$ cat config.mk
export PLATFORM = sky130hd
export DESIGN_NAME = instruction_fetch
export DESIGN_NICKNAME = d
export VERILOG_FILES = /design/src/rtl/instruction_fetch.sv
export SDC_FILE = /design/constraint.sdc
export NUM_CORES = 1
export LEC_CHECK = 0
export CAP_MARGIN = 10
export CORE_ASPECT_RATIO = 1.25
export CORE_MARGIN = 2
export CORE_UTILIZATION = 65
export DETAILED_ROUTE_END_ITERATION = 12
export DONT_BUFFER_PORTS = 1
export PLACE_DENSITY = 0.88
export SLEW_MARGIN = 20
export SYNTH_ARGS = -nofsm -noshare
export SYNTH_HDL_FRONTEND = slang
export SYNTH_SLANG_ARGS = --single-unit
$ cat constraint.sdc
create_clock -name clk -period 8.4 [get_ports clk]
set_input_delay 0.84 -clock clk [delete_from_list [all_inputs] [get_ports clk]]
set_output_delay 0.84 -clock clk [all_outputs]
set_load 0.01 [all_outputs]
$ cat src/rtl/instruction_fetch.sv
// Instruction fetch stage: holds the PC, reads words over a req/ack port and hands them downstream with valid/ready.
// Optional macro FETCH_MISALIGN_TRAP_EN adds a sticky misalign trap on unaligned redirects.
module instruction_fetch #(
    parameter logic [31:0] RESET_PC = 32'h0000_0000
) (
    input  logic        clk,
    input  logic        rst,
    input  logic        en,
    input  logic        pc_load,
    input  logic [31:0] pc_target,
    output logic        mem_req,
    output logic [31:0] mem_addr,
    input  logic        mem_ack,
    input  logic [31:0] mem_rdata,
    output logic        instr_valid,
    input  logic        instr_ready,
    output logic [31:0] instruction,
    output logic [31:0] pc_out
`ifdef FETCH_MISALIGN_TRAP_EN
    ,
    output logic        misalign
`endif
);

    localparam logic [31:0] NOP = 32'h0000_0013;

    typedef enum logic [1:0] {
        IDLE  = 2'd0,
        FETCH = 2'd1,
        HOLD  = 2'd2
    } state_t;

    state_t      state_q, state_d;
    logic [31:0] pc_q, pc_d;
    logic [31:0] addr_q, addr_d;
    logic        flush_q, flush_d;
    logic        valid_q, valid_d;
    logic [31:0] instr_q, instr_d;
    logic [31:0] pc_out_q, pc_out_d;
    logic [31:0] target_al;
`ifdef FETCH_MISALIGN_TRAP_EN
    logic        misalign_q, misalign_d;
`endif

    function automatic logic [31:0] align_word(input logic [31:0] a);
        return a & ~32'h0000_0003;
    endfunction

    always_comb begin
        state_d   = state_q;
        pc_d      = pc_q;
        flush_d   = flush_q;
        valid_d   = valid_q;
        instr_d   = instr_q;
        pc_out_d  = pc_out_q;
        target_al = align_word(pc_target);
`ifdef FETCH_MISALIGN_TRAP_EN
        misalign_d = misalign_q;
`endif

        case (state_q)
            IDLE: begin
                if (pc_load) pc_d = target_al;
                if (en) state_d = FETCH;
            end
            FETCH: begin
                if (mem_ack) begin
                    // A redirect pending or arriving with the ack makes this word stale.
                    if (flush_q || pc_load) begin
                        flush_d = 1'b0;
                        state_d = en ? FETCH : IDLE;
                    end else begin
                        instr_d  = mem_rdata;
                        pc_out_d = pc_q;
                        valid_d  = 1'b1;
                        pc_d     = pc_q + 32'd4;
                        state_d  = HOLD;
                    end
                end else if (pc_load) begin
                    flush_d = 1'b1;
                end
                if (pc_load) pc_d = target_al;
            end
            HOLD: begin
                if (pc_load || instr_ready) begin
                    valid_d = 1'b0;
                    state_d = en ? FETCH : IDLE;
                end
                if (pc_load) pc_d = target_al;
            end
            default: state_d = IDLE;
        endcase

`ifdef FETCH_MISALIGN_TRAP_EN
        if (pc_load) begin
            if (pc_target[1:0] != 2'b00) begin
                misalign_d = 1'b1;
                valid_d    = 1'b0;
                flush_d    = 1'b0;
            end else begin
                misalign_d = 1'b0;
            end
        end
        // While trapped nothing is fetched; any outstanding ack lands in IDLE and is ignored.
        if (misalign_d) state_d = IDLE;
`endif

        // The bus address freezes only while a transaction is actually outstanding.
        if (state_q == FETCH && state_d == FETCH && !mem_ack) begin
            addr_d = addr_q;
        end else begin
            addr_d = pc_d;
        end
    end

    always_ff @(posedge clk or posedge rst) begin
        if (rst) begin
            state_q  <= IDLE;
            pc_q     <= RESET_PC;
            addr_q   <= RESET_PC;
            flush_q  <= 1'b0;
            valid_q  <= 1'b0;
            instr_q  <= NOP;
            pc_out_q <= 32'h0000_0000;
        end else begin
            state_q  <= state_d;
            pc_q     <= pc_d;
            addr_q   <= addr_d;
            flush_q  <= flush_d;
            valid_q  <= valid_d;
            instr_q  <= instr_d;
            pc_out_q <= pc_out_d;
        end
    end

`ifdef FETCH_MISALIGN_TRAP_EN
    always_ff @(posedge clk or posedge rst) begin
        if (rst) begin
            misalign_q <= 1'b0;
        end else begin
            misalign_q <= misalign_d;
        end
    end

    assign misalign = misalign_q;
`endif

    assign mem_req     = (state_q == FETCH);
    assign mem_addr    = addr_q;
    assign instr_valid = valid_q;
    assign instruction = instr_q;
    assign pc_out      = pc_out_q;

endmodule

==> flow_summary.json, run 1 <==
{
  "status": "finished clean",
  "path_cells": "nand2b_1 -> inv_2 -> nand2_2 -> buf_4 -> a21oi_1 -> o221a_2 -> mux2_2",
  "drc": 0,
  "cap_violations": 0,
  "crit_start": "state_q[0]$_DFF_PP0_",
  "cts_tree": "built",
  "critPathKind": "flip-flop to flip-flop",
  "first_pass_iters": 6,
  "synth_edf_count": 0,
  "final_cell_area_sq_um": 7210,
  "hold_slack_ns": 0.286,
  "synthFlopType": "dfrtp_1",
  "cts-buffers-inserted": 17,
  "grt_setup_unrepaired": "false",
  "regArea_sq_um": 3310,
  "cp_max_fo": 53,
  "drive_gt1_frac": 0.114,
  "viasPerCell": 6.76,
  "rows": 41,
  "die_x_microns": 94.0,
  "hold_class": "input pin to async pin",
  "cts.sinks": 132,
  "diodes": 0,
  "place.gp.congestion": 0.900,
  "power_density_nw_per_um2": 330,
  "endpoint_kind": "flip-flop",
  "netlist_area_sq_um": 6580,
  "cp_data_arrival_time_ns": 3.06,
  "post_cts_buffers": 0,
  "cts.path.max_buffers": 2,
  "nFillCells": 695,
  "async_flop_share": 1.00,
  "ant_nets": 0,
  "grt_max_degree": 88,
  "io_buffers": 0,
  "syn-num-nets": 797,
  "fin_crit_sh": 0.328,
  "grt_pass1_wl_mm": 27.8,
  "start_util": 0.661,
  "area_growth_pct": 9.51,
  "io-pin-count": 168,
  "seqPwrFrac": 0.494,
  "ys_ff_latch": 132,
  "multi_input_area_sq_um": 3020,
  "synth_top_area_frac": 0.491,
  "dpl_cell_area_sq_um": 6600,
  "finalHoldViolations": 0,
  "finalNonFillerCells": 841,
  "critical_path_required_ns": 8.70,
  "p_total_mw": 2.38,
  "worstSkewPairLatency_ns": 0.42,
  "drt_iter0_drc": 617,
  "cts_hold_buf": 0,
  "internal_power_mw": 1.51,
  "critPathLaunchType": "flip-flop",
  "setup_violations": 0,
  "slew_violations": 0,
  "peakVddDrop_uv": 210,
  "final.setup.tns_ns": 0,
  "h-tree-depth": 4,
  "antenna_found_initial": 0,
  "fin_skew_ns": 0.00571,
  "fp.dieArea_sq_um": 10900,
  "power.leakage_nw": 3.24,
  "fp.coreArea_sq_um": 9950,
  "regToRegSetupSlack_ns": 5.64,
  "finalCriticalPeriod_ns": 2.76,
  "dp_slack_ns": 5.43,
  "slowest_delay_ns": 0.56,
  "nets": 770,
  "ys_top_cells_by_area": "dfrtp_1, nand2_1, mux2_2",
  "cts-resized-gates": 0,
  "syn_avg_cell_area_sq_um": 9.06,
  "num_vias": 5683,
  "ys_types": 68,
  "routed_wirelength_mm": 18.1,
  "slew_headroom": 0.276,
  "utilization": 0.724,
  "swShare": 0.364,
  "clkSlewWorstSetupHoldPaths_ns": 0.06,
  "drt-wirelength-per-cell_microns": 21.5,
  "switchingPower_mw": 0.865,
  "setup_slack_ns": 5.64,
  "maxClockFrequency_ghz": 0.363,
  "worst_r2r_path_depth": 7,
  "clkPwrFrac": 0.313,
  "tightest_slew_ns": 1.08,
  "ys_warn_count": 0,
  "syn_inst": 726,
  "synth_top_area_cell": "dfrtp_1",
  "r2r-end": "mem_addr[2]$_DFFE_PP0N_",
  "hpwl_mm": 11.5,
  "overflow": 0,
  "gr-usage-all-layers": 0.330,
  "dpl.cell_count": 809,
  "cpMaxStageDelayCell": "buf_4",
  "r2r-start": "state_q[0]$_DFF_PP0_",
  "die_h_microns": 116,
  "cts_root_buffer": "clkbuf_16",
  "ys_seq_area_frac": 0.503,
  "grt_pass1_vias": 5378,
  "combPwrFrac": 0.193
}
## per-layer routing
layer,up-vias,share of wire,GRT usage
met1,2811,0.38,0.417
met5,-,0,0
met4,0,0.033,0.150
met3,57,0.086,0.0806
met2,325,0.50,0.541
li1,2490,-,-
## cells in the final DEF (no fill, tap or decap), types with 3 or more instances in the layout
cell and n:
a21boi_0 4, a21oi_1 24, a221o_1 3, a221oi_1 5, a31oi_1 5, and2_1 8
and3_1 6, and4_1 4, buf_4 5, clkbuf_16 17, dfrtp_1 129, dfstp_2 3
inv_1 14, inv_6 7, mux2_1 3, mux2_2 30, mux2i_1 15, nand2_1 219
nand2b_1 6, nand3_1 21, nand4_1 11, nor2_1 28, nor2b_1 3, nor3_1 14
nor3b_1 6, nor4_1 11, o21ai_0 16, o21ai_1 4, o221ai_1 5, o22ai_1 8
o31ai_1 4, o32a_1 4, o32ai_1 6, or3_1 7
## cell families (layout without fill, tap and decap cells)
family                   Yosys count  after routing  synth area share
flip-flops                       132            132             0.503
AO/OA/AOI/OAI                    113            113             0.122
buffers and inverters             69             55            0.0399
AND/OR/NAND/NOR                  362            362             0.253
multiplexers                      48             48            0.0793
adder cells (fa/ha/maj)            1              1           0.00190
XOR/XNOR                           1              1           0.00133
## power groups by stage
stage	Clock [mW]	Combinational [mW]	Sequential (mW)
floorplan	0	0.383	1.09
global placement	0	0.421	1.17
detailed placement	0	0.450	1.18
CTS	0.753	0.457	1.17
global route	0.781	0.516	1.20
finish	0.744	0.460	1.17
## state kept, by name, indices dropped and copies added, names as in the netlist
name / cells
state_q: 2
mem_addr: 32
instruction: 32
pc_q: 32
instr_valid: 1
flush_q: 1
pc_out: 32
## Yosys cell counts, types with 5 or more instances
library cell / number
nand2_1: 220
dfrtp_1: 129
clkbuf_1: 45
mux2_2: 30
nor2_1: 29
a21oi_1: 24
nand3_1: 21
o21ai_0: 16
inv_1: 15
mux2i_1: 15
nor3_1: 14
nand4_1: 11
nor4_1: 11
and2_1: 8
o22ai_1: 8
or3_1: 7
and3_1: 6
buf_1: 6
nand2b_1: 6
nor3b_1: 6
o32ai_1: 6
a221oi_1: 5
a31oi_1: 5
o221ai_1: 5
## area by class of cell
| class | count | area share |
|---|---|---|
| Timing Repair Buffer | 6 | 0.00677 |
| Clock buffer | 20 | 0.0634 |
| Sequential cell | 132 | 0.459 |
| Multi-Input combinational cell | 525 | 0.419 |
| Tap cell | 129 | 0.0224 |
| Inverter | 17 | 0.00955 |
| Clock inverter | 12 | 0.0198 |
## worst max path at each step
| stage | to | slack (ns) | cells after the start |
|---|---|---|---|
| finish | mem_addr[2]$_DFFE_PP0N_ | 5.64 | 7 |
| global route | mem_addr[2]$_DFFE_PP0N_ | 5.51 | 7 |
| CTS | mem_addr[2]$_DFFE_PP0N_ | 5.70 | 7 |
| detailed placement | mem_addr[31]$_DFFE_PP0N_ | 5.43 | 5 |
| global placement | mem_addr[31]$_DFFE_PP0N_ | 5.46 | 5 |
| floorplan | flush_q$_DFFE_PP0P_ | 4.04 | 1 |
## worst max-delay path: cells and delay by family (launching register included)
kind / cells / cell delay [ns]
flip-flops: 1 / 0.38
multiplexers: 1 / 0.26
AO/OA/AOI/OAI: 2 / 0.43
AND/OR/NAND/NOR: 2 / 0.73
buffers and inverters: 2 / 0.83
No activity file was read; power rests on OpenSTA's default activity.
==> run 2, diff against run 1 <==
Settings changed: CORE_UTILIZATION 65 to 57, PLACE_DENSITY 0.88 to 0.82.
Clock period 8.4 ns to 2.29 ns, I/O delays scaled along.
==> run 2 against run 1 <==
Effect of this change: flip-flop and latch count is the same; final cell count grew 12%; hold slack lost 0.27 ns; setup slack lost 5.6 ns; critical path depth shrank 2; global-route usage shrank 0.14 points; sequential share of layout area shrank 4.5 points; highest routed layer unchanged; total power grew to 3.8 times the previous value; non-clock buffer count grew 90; critical endpoint is now mem_addr[31]$_DFFE_PP0N_; fmax grew 21%.
==> flow_summary.json, run 2 (synthesis gave the netlist of run 1 again) <==
{
  "status": "finished clean",
  "io-pin-count": 168,
  "overflow": 0,
  "cp_data_arrival_time_ns": 2.58,
  "cts.sinks": 132,
  "cts_root_buffer": "clkbuf_16",
  "routed_wirelength_mm": 20.5,
  "final.setup.tns_ns": 0,
  "r2r-start": "flush_q$_DFFE_PP0P_",
  "grt_pass1_wl_mm": 31.0,
  "grt_max_degree": 133,
  "setup_slack_ns": 0.0111,
  "cp_max_fo": 7,
  "setup_violations": 0,
  "layout_common_cells": "nand2_1, dfrtp_1, buf_4",
  "antenna_found_initial": 1,
  "finalHoldViolations": 0,
  "hpwl_mm": 13.2,
  "critPathKind": "flip-flop to flip-flop",
  "h-tree-depth": 4,
  "peakVddDrop_uv": 624,
  "clkSlewWorstSetupHoldPaths_ns": 0.06,
  "gr-usage-all-layers": 0.329,
  "regToRegSetupSlack_ns": 0.01,
  "die_x_microns": 100,
  "worst_r2r_path_depth": 5,
  "grt_setup_unrepaired": "true",
  "cts-buffers-inserted": 17,
  "power.leakage_nw": 3.65,
  "num_vias": 5976,
  "drive_gt1_frac": 0.173,
  "fp.coreArea_sq_um": 11200,
  "hold_class": "input pin to flip-flop",
  "power_density_nw_per_um2": 1130,
  "maxClockFrequency_ghz": 0.439,
  "fin_skew_ns": 0.00978,
  "crit_path_end": "mem_addr[31]$_DFFE_PP0N_",
  "critPathLaunchType": "flip-flop",
  "crit_start": "flush_q$_DFFE_PP0P_",
  "dp_slack_ns": 0.0123,
  "die_h_microns": 124,
  "slew_headroom": 0.523,
  "rows": 43,
  "nets": 860,
  "grt_most_used_layer": "met2",
  "grt_pass1_vias": 5952,
  "cts_tree": "built",
  "cap_violations": 0,
  "area_growth_pct": 21.5,
  "ant_nets": 0,
  "utilization": 0.715,
  "drt_iter0_drc": 410,
  "first_pass_iters": 5,
  "viasPerCell": 6.36,
  "tightest_slew_ns": 0.715,
  "start_util": 0.588,
  "finalCriticalPeriod_ns": 2.28,
  "place.gp.congestion": 0.932,
  "r2r-end": "mem_addr[31]$_DFFE_PP0N_",
  "critical_path_required_ns": 2.59,
  "endpoint_kind": "flip-flop",
  "drt-wirelength-per-cell_microns": 21.8,
  "final_common_cell": "nand2_1",
  "cts.path.max_buffers": 2,
  "drc": 0,
  "met3_usage": 0.0870,
  "p_total_mw": 9.00,
  "fp.dieArea_sq_um": 12400,
  "use_met1": 0.386,
  "hold_path_startpoint": "pc_load",
  "met2_usage": 0.568,
  "fin_crit_sh": 0.995,
  "hold_slack_ns": 0.0207,
  "slew_violations": 0,
  "worstSkewPairLatency_ns": 0.42,
  "io_buffers": 0
}
==> run 2: cell count changes in the layout (fill, tap and decap cells not counted), moves of 2 or more <==
| cell | previous run | this run |
|---|---|---|
| inv_8 | 0 | 5 |
| clkbuf_8 | 2 | 0 |
| clkinvlp_4 | 1 | 3 |
| diode_2 | 0 | 2 |
| clkinv_4 | 2 | 0 |
| buf_4 | 5 | 59 |
| dlygate4sd3_1 | 0 | 36 |
==> run 2: routing by layer <==
layer  share of wire  up-vias  routed length, microns
met5               0        -                       0
met4           0.036        0                     737
met3           0.081       62                    1660
met2            0.51      317                   10400
met1            0.38     2913                    7710
li1                -     2684                       -
==> run 2: worst max-delay path: stages (launching register included) <==
cell	delay [ns]
dfrtp_1	0.37
or3b_4	0.42
or4_4	0.46
o41a_1	0.42
a22o_1	0.22
mux2_4	0.26
==> run 2: power by group <==
part           total (mW)  internal [mW]  switching (mW)
clock                2.71           1.55            1.16
sequential           4.20           3.19            1.02
combinational        2.09          0.892            1.20
total                9.00           5.62            3.38
==> run 2: through the flow <==
stage / instance area, sq um / instances
after global routing: 7990 / 938
after global placement: 7020 / 868
after CTS: 7960 / 936
final: 8000 / 939
after detailed placement: 7020 / 868
after floorplan: 6580 / 726
==> run 2: what timing repair did <==
item / CTS / global route
buffers inserted: 0 / 1
setup endpoints to repair: 0 / 9
gates resized for setup: 0 / 4
hold endpoints to repair: 169 / 0
hold buffers: 36 / 0
==> run 2: worst min-delay path by stage <==
stage / cells past startpoint / end
3_3_place_gp: 2 / instruction[4]$_DFFE_PP1P_
4_1_cts: 2 / flush_q$_DFFE_PP0P_
2_1_floorplan: 2 / instruction[0]$_DFFE_PP1P_
6_report: 2 / flush_q$_DFFE_PP0P_
5_1_grt: 2 / flush_q$_DFFE_PP0P_
3_5_place_dp: 1 / flush_q$_DFFE_PP0P_
==> run 2: layout make-up <==
cell class	count	area (sq um)
flip-flops and latches	132	3310
fillers	812	3190
multi-input cells	525	3040
repair buffers	96	823
clock buffers	17	425
well taps	135	169
clock inverters	15	159
inverters	17	67.6
diodes	2	5.00
